===== config.mk =====
export PLATFORM = sky130hd
export DESIGN_NAME = taylor_series
export DESIGN_NICKNAME = d
export VERILOG_FILES = /design/src/rtl/taylor_series.sv
export SDC_FILE = /design/constraint.sdc
export NUM_CORES = 1
export LEC_CHECK = 0
export CORE_MARGIN = 2
export CORE_UTILIZATION = 30
export CTS_BUF_LIST = sky130_fd_sc_hd__clkbuf_2 sky130_fd_sc_hd__clkbuf_4 sky130_fd_sc_hd__clkbuf_8
export DETAILED_ROUTE_END_ITERATION = 6
export GPL_ROUTABILITY_DRIVEN = 0
export SYNTH_ARGS = -nofsm -noshare
export SYNTH_HDL_FRONTEND = slang
export SYNTH_SLANG_ARGS = --single-unit

===== constraint.sdc =====
create_clock -name clock -period 10.2 [get_ports clock]
set_clock_uncertainty 0.1 [all_clocks]
set_input_delay 1.02 -clock clock [delete_from_list [all_inputs] [get_ports clock]]
set_output_delay 1.02 -clock clock [all_outputs]
set_load 0.02 [all_outputs]

===== src/rtl/taylor_series.sv =====
// taylor_series: fixed-point cos(x) coprocessor, 5-term Horner-form Maclaurin
// series evaluated sequentially on one shared signed multiplier.
// Angle in / cosine out are unsigned Q2.10; internal math is signed Q.FRAC.
// Optional build macro: TAYLOR_ROUND_EN (round half up at output conversion;
// when undefined the output is truncated).
module taylor_series #(
   parameter int W    = 12,
   parameter int FRAC = 16
) (
   input  logic         clock,
   input  logic         reset,
   input  logic         start,
   output logic         ready_out,
   input  logic [W-1:0] angle_in,
   output logic [W-1:0] cos_out
);

   // Accumulator/x2 width: x2 < 2.47 and |acc| < 2 in Q.FRAC, plus sign and headroom.
   localparam int AW   = FRAC + 6;
   localparam int PW   = 2 * AW;
   // x2 = angle^2 is Q4.20; bring it down to Q.FRAC.
   localparam int SH2  = 20 - FRAC;
   localparam int OSH  = FRAC - 10;
   localparam int ONE  = 1024;
   localparam logic [W-1:0] ANG_MAX = W'(1608);

   // Coefficients 1/k! rounded to nearest in Q.FRAC, alternating signs.
   localparam int C0I = 1 << FRAC;
   localparam int C1I = -(1 << (FRAC - 1));
   localparam int C2I = ((1 << FRAC) + 12) / 24;
   localparam int C3I = -(((1 << FRAC) + 360) / 720);
   localparam int C4I = ((1 << FRAC) + 20160) / 40320;

   localparam logic signed [AW-1:0] C0 = AW'(C0I);
   localparam logic signed [AW-1:0] C1 = AW'(C1I);
   localparam logic signed [AW-1:0] C2 = AW'(C2I);
   localparam logic signed [AW-1:0] C3 = AW'(C3I);
   localparam logic signed [AW-1:0] C4 = AW'(C4I);

   typedef enum logic [2:0] {
      IDLE = 3'd0,
      SQR  = 3'd1,
      H3   = 3'd2,
      H2   = 3'd3,
      H1   = 3'd4,
      H0   = 3'd5,
      OUT  = 3'd6
   } state_t;

   state_t state_q, state_d;

   logic [W-1:0]           angle;
   logic signed [AW-1:0]   x2;
   logic signed [AW-1:0]   acc;

   logic signed [AW-1:0]   mul_a, mul_b;
   logic signed [PW-1:0]   prod;
   logic signed [AW-1:0]   coef;
   logic signed [AW-1:0]   angle_ext;
   logic signed [AW-1:0]   rnd;
   logic signed [AW-OSH-1:0] out_sh;
   logic [W-1:0]           sat;

   // Parity sink for product/rounding bits that are deliberately dropped.
   logic                   unused_bits;

   assign angle_ext = signed'({{(AW-W){1'b0}}, angle});

   // State register.
   always_ff @(posedge clock) begin
      if (!reset) state_q <= IDLE;
      else        state_q <= state_d;
   end

   // Next-state: fixed walk IDLE->SQR->H3..H0->OUT->IDLE; start only seen in IDLE.
   always_comb begin
      state_d = state_q;
      case (state_q)
         IDLE:    if (start) state_d = SQR;
         SQR:     state_d = H3;
         H3:      state_d = H2;
         H2:      state_d = H1;
         H1:      state_d = H0;
         H0:      state_d = OUT;
         OUT:     state_d = IDLE;
         default: state_d = IDLE;
      endcase
   end

   // Shared multiplier operand select: angle^2 in SQR, x2*acc in Horner steps.
   always_comb begin
      mul_a = x2;
      mul_b = acc;
      if (state_q == SQR) begin
         mul_a = angle_ext;
         mul_b = angle_ext;
      end
   end

   assign prod = mul_a * mul_b;

   // Coefficient added by each Horner step.
   always_comb begin
      coef = C0;
      case (state_q)
         H3:      coef = C3;
         H2:      coef = C2;
         H1:      coef = C1;
         default: coef = C0;
      endcase
   end

`ifdef TAYLOR_ROUND_EN
   localparam logic signed [AW-1:0] RND = AW'(1 << (FRAC - 11));
   assign rnd = acc + RND;
`else
   assign rnd = acc;
`endif

   assign out_sh = rnd[AW-1:OSH];

   // Clamp the converted result into [0, 1.0].
   always_comb begin
      sat = out_sh[W-1:0];
      if (out_sh < 0)        sat = '0;
      else if (out_sh > ONE) sat = W'(ONE);
   end

   assign unused_bits = ^{prod, rnd};

   // Datapath and handshake registers; reset discards any in-flight work.
   always_ff @(posedge clock) begin
      if (!reset) begin
         angle     <= '0;
         x2        <= '0;
         acc       <= '0;
         cos_out   <= '0;
         ready_out <= 1'b0;
      end else begin
         case (state_q)
            IDLE: begin
               if (start) begin
                  angle     <= (angle_in > ANG_MAX) ? ANG_MAX : angle_in;
                  ready_out <= 1'b0;
               end
            end
            SQR: begin
               x2  <= prod[SH2 +: AW];
               acc <= C4;
            end
            H3, H2, H1, H0: begin
               // Slice at FRAC is the arithmetic shift; the value fits in AW bits.
               acc <= coef + prod[FRAC +: AW];
            end
            OUT: begin
               cos_out   <= sat;
               ready_out <= 1'b1;
            end
            default: ;
         endcase
      end
   end

endmodule


==> summary.md <==
The flow ran to the end, and the final reports show no timing, DRC or antenna violations. For the worst-skew pair, the clock arrives at the later sink with an insertion delay of 0.37 ns. TritonCTS built the clock tree. In this run the count of I/O pins placed on the die edge is 28.

The number of flops mapped to enable cells by yosys is 0, and the hold-fix buffer count after cts is 0. The total die area came out at 68000 sq um. The number of cells on the worst reg-to-reg path was 37.

For this run, the leading register cell type out of synthesis is sky130_fd_sc_hd__dfxtp_1. The share of synthesized registers carrying an async set or reset was 0%; the total inserted antenna cells was 0. The cell family contributing the most delay on the critical path is adder cells. After detailed routing, the number of vias per cell comes to 4.86.

In the routed design, unresolved DRC markers number 0. The count of cells along the worst hold path came out at 2. Leaving out fill and tap cells, the most frequent cell in the layout is sky130_fd_sc_hd__inv_1.

Summed over its instances, the top area cell type makes up 44.8% of the synthesized netlist area. Dividing the synthesized area by the synthesized cell count gives 8.63 sq um. For the placement row count, the log shows 94. The clock period minus final worst setup slack came out at 9.66 ns. By area the synthesized netlist is led by sky130_fd_sc_hd__fa_1 (45%), sky130_fd_sc_hd__inv_1 (9.1%), sky130_fd_sc_hd__ha_1 (8.7%), sky130_fd_sc_hd__dfxtp_1 (7.3%), sky130_fd_sc_hd__nand2_1 (6.3%). The maximum number of pins on one net before global-route repair is 70, and the clock sink count is 72. The starting utilization of the core area was 30.2%; the fraction of final layout cells with drive strength greater than 1 was 5.20%. The combined global-route utilization of all metal layers was 17.8%; the post-synthesis instance area was 19800 sq um.

The top cell types in the final layout, fill and taps aside, are sky130_fd_sc_hd__inv_1 (480), sky130_fd_sc_hd__fa_1 (443), sky130_fd_sc_hd__nand2_1 (329). For this run, the post-layout net count is 2880. Before CTS, the worst setup slack after placement is 0.330 ns. Counting buffers and inverters, the worst setup path is 37 cells deep. The clock passes through at most 2 buffers. Static timing analysis puts the maximum clock frequency at 0.104 GHz. In this run the vertical extent of the chip is 261 microns.

After clock tree synthesis, the repair step resized 0 gates. In this run the power density over the cells is 46.1 nW/um^2. In this run, the number of DRC markers left after iteration 0 of detailed routing was 1143. The region available for standard cell placement spans 65500 sq um.

The highest net fanout along the worst path is 27. Synthesis instantiated 68 different standard cells from the library. The area growth from synthesis to layout is 8.72%. The logs give 7.28% for the portion of the post-synthesis area used by sequential elements and 9.86 ns for the arrival time reported for the critical path endpoint. The tree is rooted in a sky130_fd_sc_hd__clkbuf_8. The relative slew slack was 29.2%; the worst supply voltage drop on vdd was 0.0633 mV. The combined buffer and inverter count along the critical path is 8, and the number of global-route vias before repair is 16111.

After clock tree synthesis, the clock-pin slew on the worst setup and hold paths is 0.09 ns. The H-tree depth is 3. Buffers inserted during clock tree synthesis total 9.

The actual transition at the worst max-transition pin came out at 1.06 ns. Summed over all nets, the half-perimeter wirelength after detailed placement is 48100 microns. The number of max-slew violations in the final report is 0.

The run gives 0 as the setup-violating endpoint count in the final report. The logs give 0 for the buffer count from post-CTS setup fixing and 0 for the number of warnings issued by yosys. The cell that appears most often on the critical path is sky130_fd_sc_hd__fa_1.

The worst-case setup margin in the final layout was 0.538 ns. The tightest min-delay check is of the reg2reg type. The max-cap violation count came out at 0.

The first global-routing pass estimated 93300 microns of wire. The reported leakage power is 10.7 nW. The number of routed nets with antenna violations is 0, and the total via count after detailed routing is 15319. STA classifies the critical path endpoint as a flip-flop.

The first TritonRoute pass finished after 7 iterations. The critical setup path kind was reg2reg. In this run the tool buffered the top-level ports with 27 buffer cells. For the number of nets produced by synthesis, the log shows 2888. The final hold violation count was 0. The master of the slowest instance on the critical path is sky130_fd_sc_hd__fa_1. After synthesis the netlist holds a flip-flop and latch count of 72.

In this run the horizontal extent of the chip is 261 microns. The number of antenna violations at the first check in global routing was 1; the routed wirelength normalized by instance count was 18.5 microns. The total wirelength of the detailed-routed design came out at 58400 microns.

The tools report the data required time at the worst endpoint as 10.40 ns. Global routing finished with a remaining overflow of 0. The element type at the critical path start is a flip-flop. The cell count after synthesis came out at 2293.

Dividing the final minimum period by the clock period gives 94.7%. Adding up every negative setup slack in the final design gives 0 ns. The library cell occupying the most area in the post-synthesis netlist is sky130_fd_sc_hd__fa_1.

Setup repair after global routing left no endpoint under its margin. The largest incremental delay on the critical path works out to 0.53 ns.
[through the flow]
| step | total power, W | instances | util, % | hold WS, ns | instance area [sq um] |
|---|---|---|---|---|---|
| final | 0.000993 | 3154 | 32.8 | 0.362 | 21500 |
| after global routing | 0.00105 | 3154 | 32.8 | 0.395 | 21500 |
| after CTS | 0.000991 | 3154 | 32.8 | 0.365 | 21500 |
| after detailed placement | 0.000748 | 3138 | 32.5 | 0.351 | 21300 |
| after global placement | 0.000749 | 3138 | 32.5 | 0.348 | 21300 |
| after floorplan | 0.000585 | 2293 | - | 0.344 | 19800 |
[sequential cells by signal (all words and copies together), names as in the netlist]
| signal | cells |
|---|---|
| x2 | 22 |
| cos_out | 12 |
| angle | 12 |
| ready_out | 1 |
| acc | 22 |
| state_q | 3 |
[cell usage after synthesis (all sizes together) (2+ instances only)]
cell type,instances
o21bai,7
and4,2
xnor2,46
ha,137
fa,443
clkbuf,117
dfxtp,72
o21a,8
a21o,14
nand4,5
and3,135
a21oi,93
a41oi,2
nor2b,4
o2111ai,2
or3,4
nor2,142
nand3b,4
xor2,18
a22oi,18
o31ai,3
a211oi,14
and2,34
nor3b,5
nand3,29
nor4b,4
inv,480
o211ai,2
a21boi,5
nand2b,15
maj3,3
buf,5
a22o,2
nor3,14
or2,8
o22ai,2
a31oi,4
nor4,4
o21ai,39
nand2,330
a2111oi,2
[cell families after synthesis]
| group | count (synthesis) | synth area share, % |
|---|---|---|
| multiplexers | 1 | 0.0569 |
| adder cells (fa/ha/maj) | 583 | 53.6 |
| AO/OA/AOI/OAI | 227 | 7.20 |
| AND/OR/NAND/NOR | 742 | 17.4 |
| buffers and inverters | 603 | 11.4 |
| XOR/XNOR | 65 | 2.95 |
| flip-flops | 72 | 7.28 |
[path summary, 6_finish.rpt]
kind,slack [ns],start,endpoint
setup / recovery,0.54,state_q[1],acc[21]
setup reg to reg,0.54,state_q[1],acc[21]
hold / removal,0.36,ready_out,ready_out
hold reg to reg,0.36,ready_out,ready_out
[area by class of cell]
type	instances	area, sq um
Clock inverter	6	68.8
Multi-Input combinational cell	1618	16100
Clock buffer	10	131
Timing Repair Buffer	103	873
Sequential cell	72	1440
Inverter	481	1810
Fill cell	6863	44000
Tap cell	864	1080
[power breakdown]
part	leakage (nW)	switching (W)	internal (W)
Combinational	9.98	0.000283	0.000150
Clock	0.0886	0.000124	0.000117
Sequential	0.583	0.0000251	0.000294
[layer usage]
layer / up-vias / GRT usage, % / part of all wire, %
li1: 6983 / - / -
met1: 7682 / 23.9 / 43
met2: 553 / 30.1 / 48
met3: 99 / 2.20 / 6.2
met4: 2 / 5.33 / 3.5
met5: - / 0 / 0.014
[worst register-to-register path, delay by kind of cell, from the launching register on]
family                     cells  cell delay [ns]
buffers and inverters          8             0.85
DFF                            1             0.32
xor gates and xnor gates       1             0.34
AOI/OAI and AO/OA             13             2.79
and+or+nand+nor                6             1.01
adders and majority gates      9             4.19
Power figures use the tool's default switching activity.
